==> src/rtl/jls_byte_stuffer.sv <==
// jls_byte_stuffer: packs 32-bit code words into bytes and applies JPEG-LS
// marker stuffing. After any 0xFF byte the next byte carries only 7 data bits
// and has a forced-zero MSB.
// Ports:
//   clk, reset               clock and asynchronous active-high reset
//   en_in, word_in           32-bit code word strobe and data
//   flush, flush_word/len    end-of-scan strobe with the final partial bits
//   in_ready                 the block accepts en_in/flush this cycle
//   byte_out, byte_valid     stuffed output byte and its valid flag
//   byte_ready               downstream accepts the byte
//   done                     one-cycle pulse after the last byte of a scan
module jls_byte_stuffer (
   input  logic        clk,
   input  logic        reset,
   input  logic        en_in,
   input  logic [31:0] word_in,
   input  logic        flush,
   input  logic [31:0] flush_word,
   input  logic [5:0]  flush_len,
   output logic        in_ready,
   output logic [7:0]  byte_out,
   output logic        byte_valid,
   input  logic        byte_ready,
   output logic        done
);

   localparam int unsigned BUF_W  = 64;
   localparam int unsigned CNT_W  = 7;
   localparam int unsigned WORD_W = 32;

   typedef enum logic [1:0] {ST_RUN, ST_DRAIN, ST_TAIL, ST_DONE} state_t;

   state_t             state_q, state_d;
   logic [BUF_W-1:0]   buf_q, buf_d;
   logic [CNT_W-1:0]   count_q, count_d;
   logic               last_ff_q, last_ff_d;
   logic [7:0]         byte_q, byte_d;
   logic               valid_q, valid_d;
   logic               done_q, done_d;
   logic               in_ready_q, in_ready_d;

   logic               accept_word;
   logic               accept_flush;
   logic [5:0]         flen;
   logic [WORD_W-1:0]  flush_mask;
   logic [WORD_W-1:0]  app_bits;
   logic [CNT_W-1:0]   app_len;
   logic [BUF_W-1:0]   comb_buf;
   logic [CNT_W-1:0]   comb_cnt;
   logic [CNT_W-1:0]   need;
   logic [7:0]         byte_cand;
   logic               load_ok;

   // Next-state, buffer and output-register logic
   always_comb begin
      state_d    = state_q;
      buf_d      = buf_q;
      count_d    = count_q;
      last_ff_d  = last_ff_q;
      byte_d     = byte_q;
      valid_d    = valid_q;
      done_d     = 1'b0;
      in_ready_d = in_ready_q;

      accept_flush = in_ready_q & flush;
      accept_word  = in_ready_q & en_in & ~flush;

      // Lengths above 32 are clamped so the buffer can never overflow
      flen       = (flush_len > 6'd32) ? 6'd32 : flush_len;
      flush_mask = ~(32'hFFFF_FFFF >> flen);

      app_bits = '0;
      app_len  = '0;
      if (accept_word) begin
         app_bits = word_in;
         app_len  = CNT_W'(WORD_W);
      end else if (accept_flush) begin
         app_bits = flush_word & flush_mask;
         app_len  = CNT_W'(flen);
      end

      // Bits below count are always zero, so appending is a plain OR
      comb_buf = buf_q | ({app_bits, 32'h0} >> count_q);
      comb_cnt = count_q + app_len;

      need      = last_ff_q ? CNT_W'(7) : CNT_W'(8);
      byte_cand = last_ff_q ? {1'b0, comb_buf[63:57]} : comb_buf[63:56];
      load_ok   = ~valid_q | byte_ready;

      if (valid_q && byte_ready) begin
         valid_d = 1'b0;
      end

      case (state_q)
         ST_RUN: begin
            buf_d   = comb_buf;
            count_d = comb_cnt;
            if (accept_flush) begin
               state_d = ST_DRAIN;
            end
            if (load_ok && (comb_cnt >= need)) begin
               byte_d    = byte_cand;
               valid_d   = 1'b1;
               last_ff_d = (byte_cand == 8'hFF);
               buf_d     = comb_buf << need;
               count_d   = comb_cnt - need;
            end
         end
         ST_DRAIN: begin
            if (count_q == '0) begin
               state_d = ST_TAIL;
            end else if (load_ok) begin
               // A short remainder goes out zero-padded via the same byte former
               byte_d    = byte_cand;
               valid_d   = 1'b1;
               last_ff_d = (byte_cand == 8'hFF);
               if (count_q >= need) begin
                  buf_d   = buf_q << need;
                  count_d = count_q - need;
               end else begin
                  buf_d   = '0;
                  count_d = '0;
               end
            end
         end
         ST_TAIL: begin
            // A scan may not end on 0xFF: close it with a stuffed zero byte
            if (!last_ff_q) begin
               state_d = ST_DONE;
            end else if (load_ok) begin
               byte_d    = 8'h00;
               valid_d   = 1'b1;
               last_ff_d = 1'b0;
               state_d   = ST_DONE;
            end
         end
         ST_DONE: begin
            if (!valid_q) begin
               done_d    = 1'b1;
               last_ff_d = 1'b0;
               state_d   = ST_RUN;
            end
         end
         default: begin
            state_d = ST_RUN;
         end
      endcase

      in_ready_d = (state_d == ST_RUN) && (count_d <= CNT_W'(WORD_W));
   end

   // State and output registers
   always_ff @(posedge clk or posedge reset) begin
      if (reset) begin
         state_q    <= ST_RUN;
         buf_q      <= '0;
         count_q    <= '0;
         last_ff_q  <= 1'b0;
         byte_q     <= 8'h00;
         valid_q    <= 1'b0;
         done_q     <= 1'b0;
         in_ready_q <= 1'b1;
      end else begin
         state_q    <= state_d;
         buf_q      <= buf_d;
         count_q    <= count_d;
         last_ff_q  <= last_ff_d;
         byte_q     <= byte_d;
         valid_q    <= valid_d;
         done_q     <= done_d;
         in_ready_q <= in_ready_d;
      end
   end

   assign in_ready   = in_ready_q;
   assign byte_out   = byte_q;
   assign byte_valid = valid_q;
   assign done       = done_q;

endmodule

==> config.mk <==
export PLATFORM = sky130hd
export DESIGN_NAME = jls_byte_stuffer
export DESIGN_NICKNAME = d
export VERILOG_FILES = /design/src/rtl/jls_byte_stuffer.sv
export SDC_FILE = /design/constraint.sdc
export NUM_CORES = 1
export LEC_CHECK = 0
export ABC_AREA = 1
export BUFFER_PORTS_ARGS = -buffer_cell sky130_fd_sc_hd__buf_4
export CORE_MARGIN = 1.5
export CORE_UTILIZATION = 35
export CTS_CLUSTER_DIAMETER = 100
export DETAILED_ROUTE_END_ITERATION = 8
export GPL_TIMING_DRIVEN = 0
export SLEW_MARGIN = 15
export SYNTH_ARGS = -nofsm -noshare
export SYNTH_HDL_FRONTEND = slang
export SYNTH_SLANG_ARGS = --single-unit
==> constraint.sdc <==
create_clock -name clk -period 3.4 [get_ports clk]
set_input_delay 0.34 -clock clk [delete_from_list [all_inputs] [get_ports clk]]
set_output_delay 0.34 -clock clk [all_outputs]
set_load 0.02 [all_outputs]
==> impl_metrics.ini <==
[status]
status = complete, but fails checks
violations = negative setup slack

[floorplan]
die_h_um = 174.0
die_area_um2 = 30280
core-area_um2 = 28780
die_w_um = 174.0
rows = 62
ios = 86
start_util_pct = 35.57

[cts]
htreeDepth = 3
clk_path_buf_depth = 2
worstSkewPairLatency_ns = 0.38
holdBufCountCts = 0
clock-sinks = 85
cts_tree = yes
cts.clk_slew.worst_paths_ns = 0.07
cts_buffers = 9
cts_root_buf = clkbuf_16

[pwr]
p_sw_w = 0.009593
clkPwrFrac_pct = 7.9
vdd_drop_max_uv = 454.8
p_int_w = 0.006202
seq_power_share_pct = 12.0
powerDensity_nw_per_um2 = 1177
comb_power_share_pct = 80.1
leakage_nw = 6.500
swShare_pct = 60.74

[global_route]
grt_pass1_wl_um = 79820
grt_max_degree = 45
first_global_vias = 13380
overflow = 0
grtUsageTotal_pct = 34.74
antenna_found_initial = 0

[synth]
synth_edf_count = 0
netlist-cell-type-count = 48
postSynthCellCount = 1827
synth-seq-cells = 85
synthTopCellsByCount = 602 x nand2_1, 407 x nand3_1, 141 x inv_1
synth_top_area_cell = nand2_1
synth_flop_cell = dfrtp_1
syn_area_per_cell_um2 = 5.603
synth.yosys.warnings = 0
async_reset_ff_share_pct = 100.0
yosysSeqAreaShare_pct = 20.79
synth_fp_nets = 1919
yosysTopAreaCellShare_pct = 22.08
synth_area_um2 = 10240
post-synth-top-count-cell = nand2_1
ys_top_cells_by_area = nand2_1 22%, dfrtp_1 21%, nand3_1 20%

[placement]
finalWeightedCongestion = 1.044
portBuffers = 84
hpwl_um = 41630
dp.cells = 2296

[final_layout]
utilization_pct = 46.61
nFillCells = 3112
antenna_cells = 0
layoutNonFillerInstCount = 2352
finalNetCount = 2055
multi_input_area_um2 = 7939
ff_latch_area_um2 = 2130
syn2layout_area_growth_pct = 31.05
drive_gt1_share_pct = 20.83

[worst_setup_path]
startpoint_type = flop
cp_data_arrival_time_ns = 3.99
worst-path-max-fanout = 8
crit_required_ns = 3.66
crit_path_end_kind = flop
criticalPathCategory = flop to flop

[sta]
max_freq_mhz = 267.9
finalMaxSlewViolations = 0
final.setup.worst_slack_ns = -0.3327
setup_viol = 77
hold_violations = 0
whs_ns = 0.04954
setup_tns_ns = -13.35
relSlewSlack_pct = 34.44
worst_pin_slew_ns = 0.9833
finalCritPeriodShare_pct = 109.8
grt_setup_unrepaired = true
finalCriticalPeriod_ns = 3.733
fin_skew_ns = 0.01350

[drt]
vias_per_cell = 6.012
drtPass1Iterations = 6
drt_first_iter_violations = 1735
wire_per_inst_um = 22.88
finalWirelength_um = 53810
drcViolationCount = 0
vias = 14140
ant_nets = 0

[worst_hold_path]
hold_path_class = input pin to async pin

[run]
cap_viol_max_count = 0
stage by stage:
stage / worst slack (ns) / instance area (µm²) / total power [W]
after CTS: -0.2938 / 12850 / 0.01443
final: -0.3327 / 13410 / 0.01579
after global placement: -1.949 / 11480 / 0.01215
after floorplan: -0.08056 / 10370 / 0.008671
after global routing: -0.4904 / 13410 / 0.01675
after detailed placement: -1.936 / 11510 / 0.01216
flip-flops by register name, summed over array words and instances, names as in the netlist:
signal,cells
buf_q,64
byte_out,8
byte_valid,1
count_q,7
done,1
in_ready,1
last_ff_q,1
state_q,2
final timing paths:
| check | from | to | slack, ns | cells past startpoint |
|---|---|---|---|---|
| worst min register to register | buf_q[10] | buf_q[10] | 0.47 | 2 |
| min in group clk | buf_q[10] | buf_q[10] | 0.47 | 2 |
| max in group asynchronous | reset | in_ready | 2.63 | 3 |
| worst max-delay path | in_ready | buf_q[8] | -0.33 | 22 |
| worst min-delay path | reset | buf_q[43] | 0.05 | 2 |
| worst max register to register | in_ready | buf_q[8] | -0.33 | 22 |
area by class of cell:
| cell class | count | share of cell area [%] |
|---|---|---|
| Sequential cell | 85 | 15.88 |
| Tap cell | 384 | 3.582 |
| Buffer | 120 | 5.848 |
| Clock inverter | 6 | 0.8208 |
| Clock buffer | 10 | 1.782 |
| Multi-Input combinational cell | 1469 | 59.18 |
| Inverter | 152 | 4.337 |
| Timing Repair Buffer | 126 | 8.572 |
critical path, cell delays in order, from the launching register on:
cell and delay (ns):
dfstp_2 0.57, nand2_4 0.08, buf_12 0.13, nor2_4 0.08
ha_4 0.14, inv_2 0.03, fa_2 0.55, inv_1 0.07
ha_4 0.27, nand2_1 0.05, o21ai_2 0.16, a21oi_2 0.07
nand2_2 0.09, nor2_4 0.05, nand3_4 0.12, nand2_8 0.11
nor2_4 0.38, clkbuf_16 0.26, nand3_2 0.08, nand3_2 0.08
nor2_1 0.05, nor2_1 0.11, nor2_1 0.05
power groups by stage:
stage	Clock (W)	Sequential, W	Combinational [W]
after detailed placement	0	0.00190	0.0103
after global routing	0.00127	0.00194	0.0135
after CTS	0.00123	0.00189	0.0113
after global placement	0	0.00190	0.0103
final	0.00124	0.00190	0.0127
after floorplan	0	0.00182	0.00685
cells by family (layout without fill, tap and decap cells):
| logic type | Yosys count | in the layout | share of synthesized area (%) |
|---|---|---|---|
| compound gates | 317 | 317 | 17.72 |
| buf+inv | 273 | 414 | 10.76 |
| xor+xnor | 10 | 10 | 0.9291 |
| flops | 85 | 85 | 20.79 |
| fa+ha+maj | 17 | 17 | 2.298 |
| simple gates | 1125 | 1125 | 47.50 |
per-layer routing:
layer	vias to the layer above	track usage [%]	routed length, µm	share of wire, %
li1	6403	-	-	-
met2	860	50.90	21980	41
met1	6718	47.86	22940	43
met3	157	9.996	6500	12
met5	-	2.083	85	0.16
met4	2	12.97	2296	4.3
timing repair:
item,CTS,global route
gates resized for setup,194,142
setup buffers,23,10
endpoints found under the setup margin,82,82
cloned,6,4
pin swaps,90,76
hold endpoints to repair,0,0
cells in the final DEF, fill, tap and decap left out, drive strengths merged, types with 3 or more instances in the layout:
master      n
a21boi      9
nand4      14
inv       148
a22oi       8
clkbuf     73
clkinv      4
dfrtp      84
o21ai     122
nand2     606
bufinv      3
fa          3
buf       183
a21oi     110
nor3        6
nor2       85
clkinvlp    3
ha         14
o211ai     56
nand3     411
xor2        8
No activity file was read; power rests on OpenSTA's default activity.
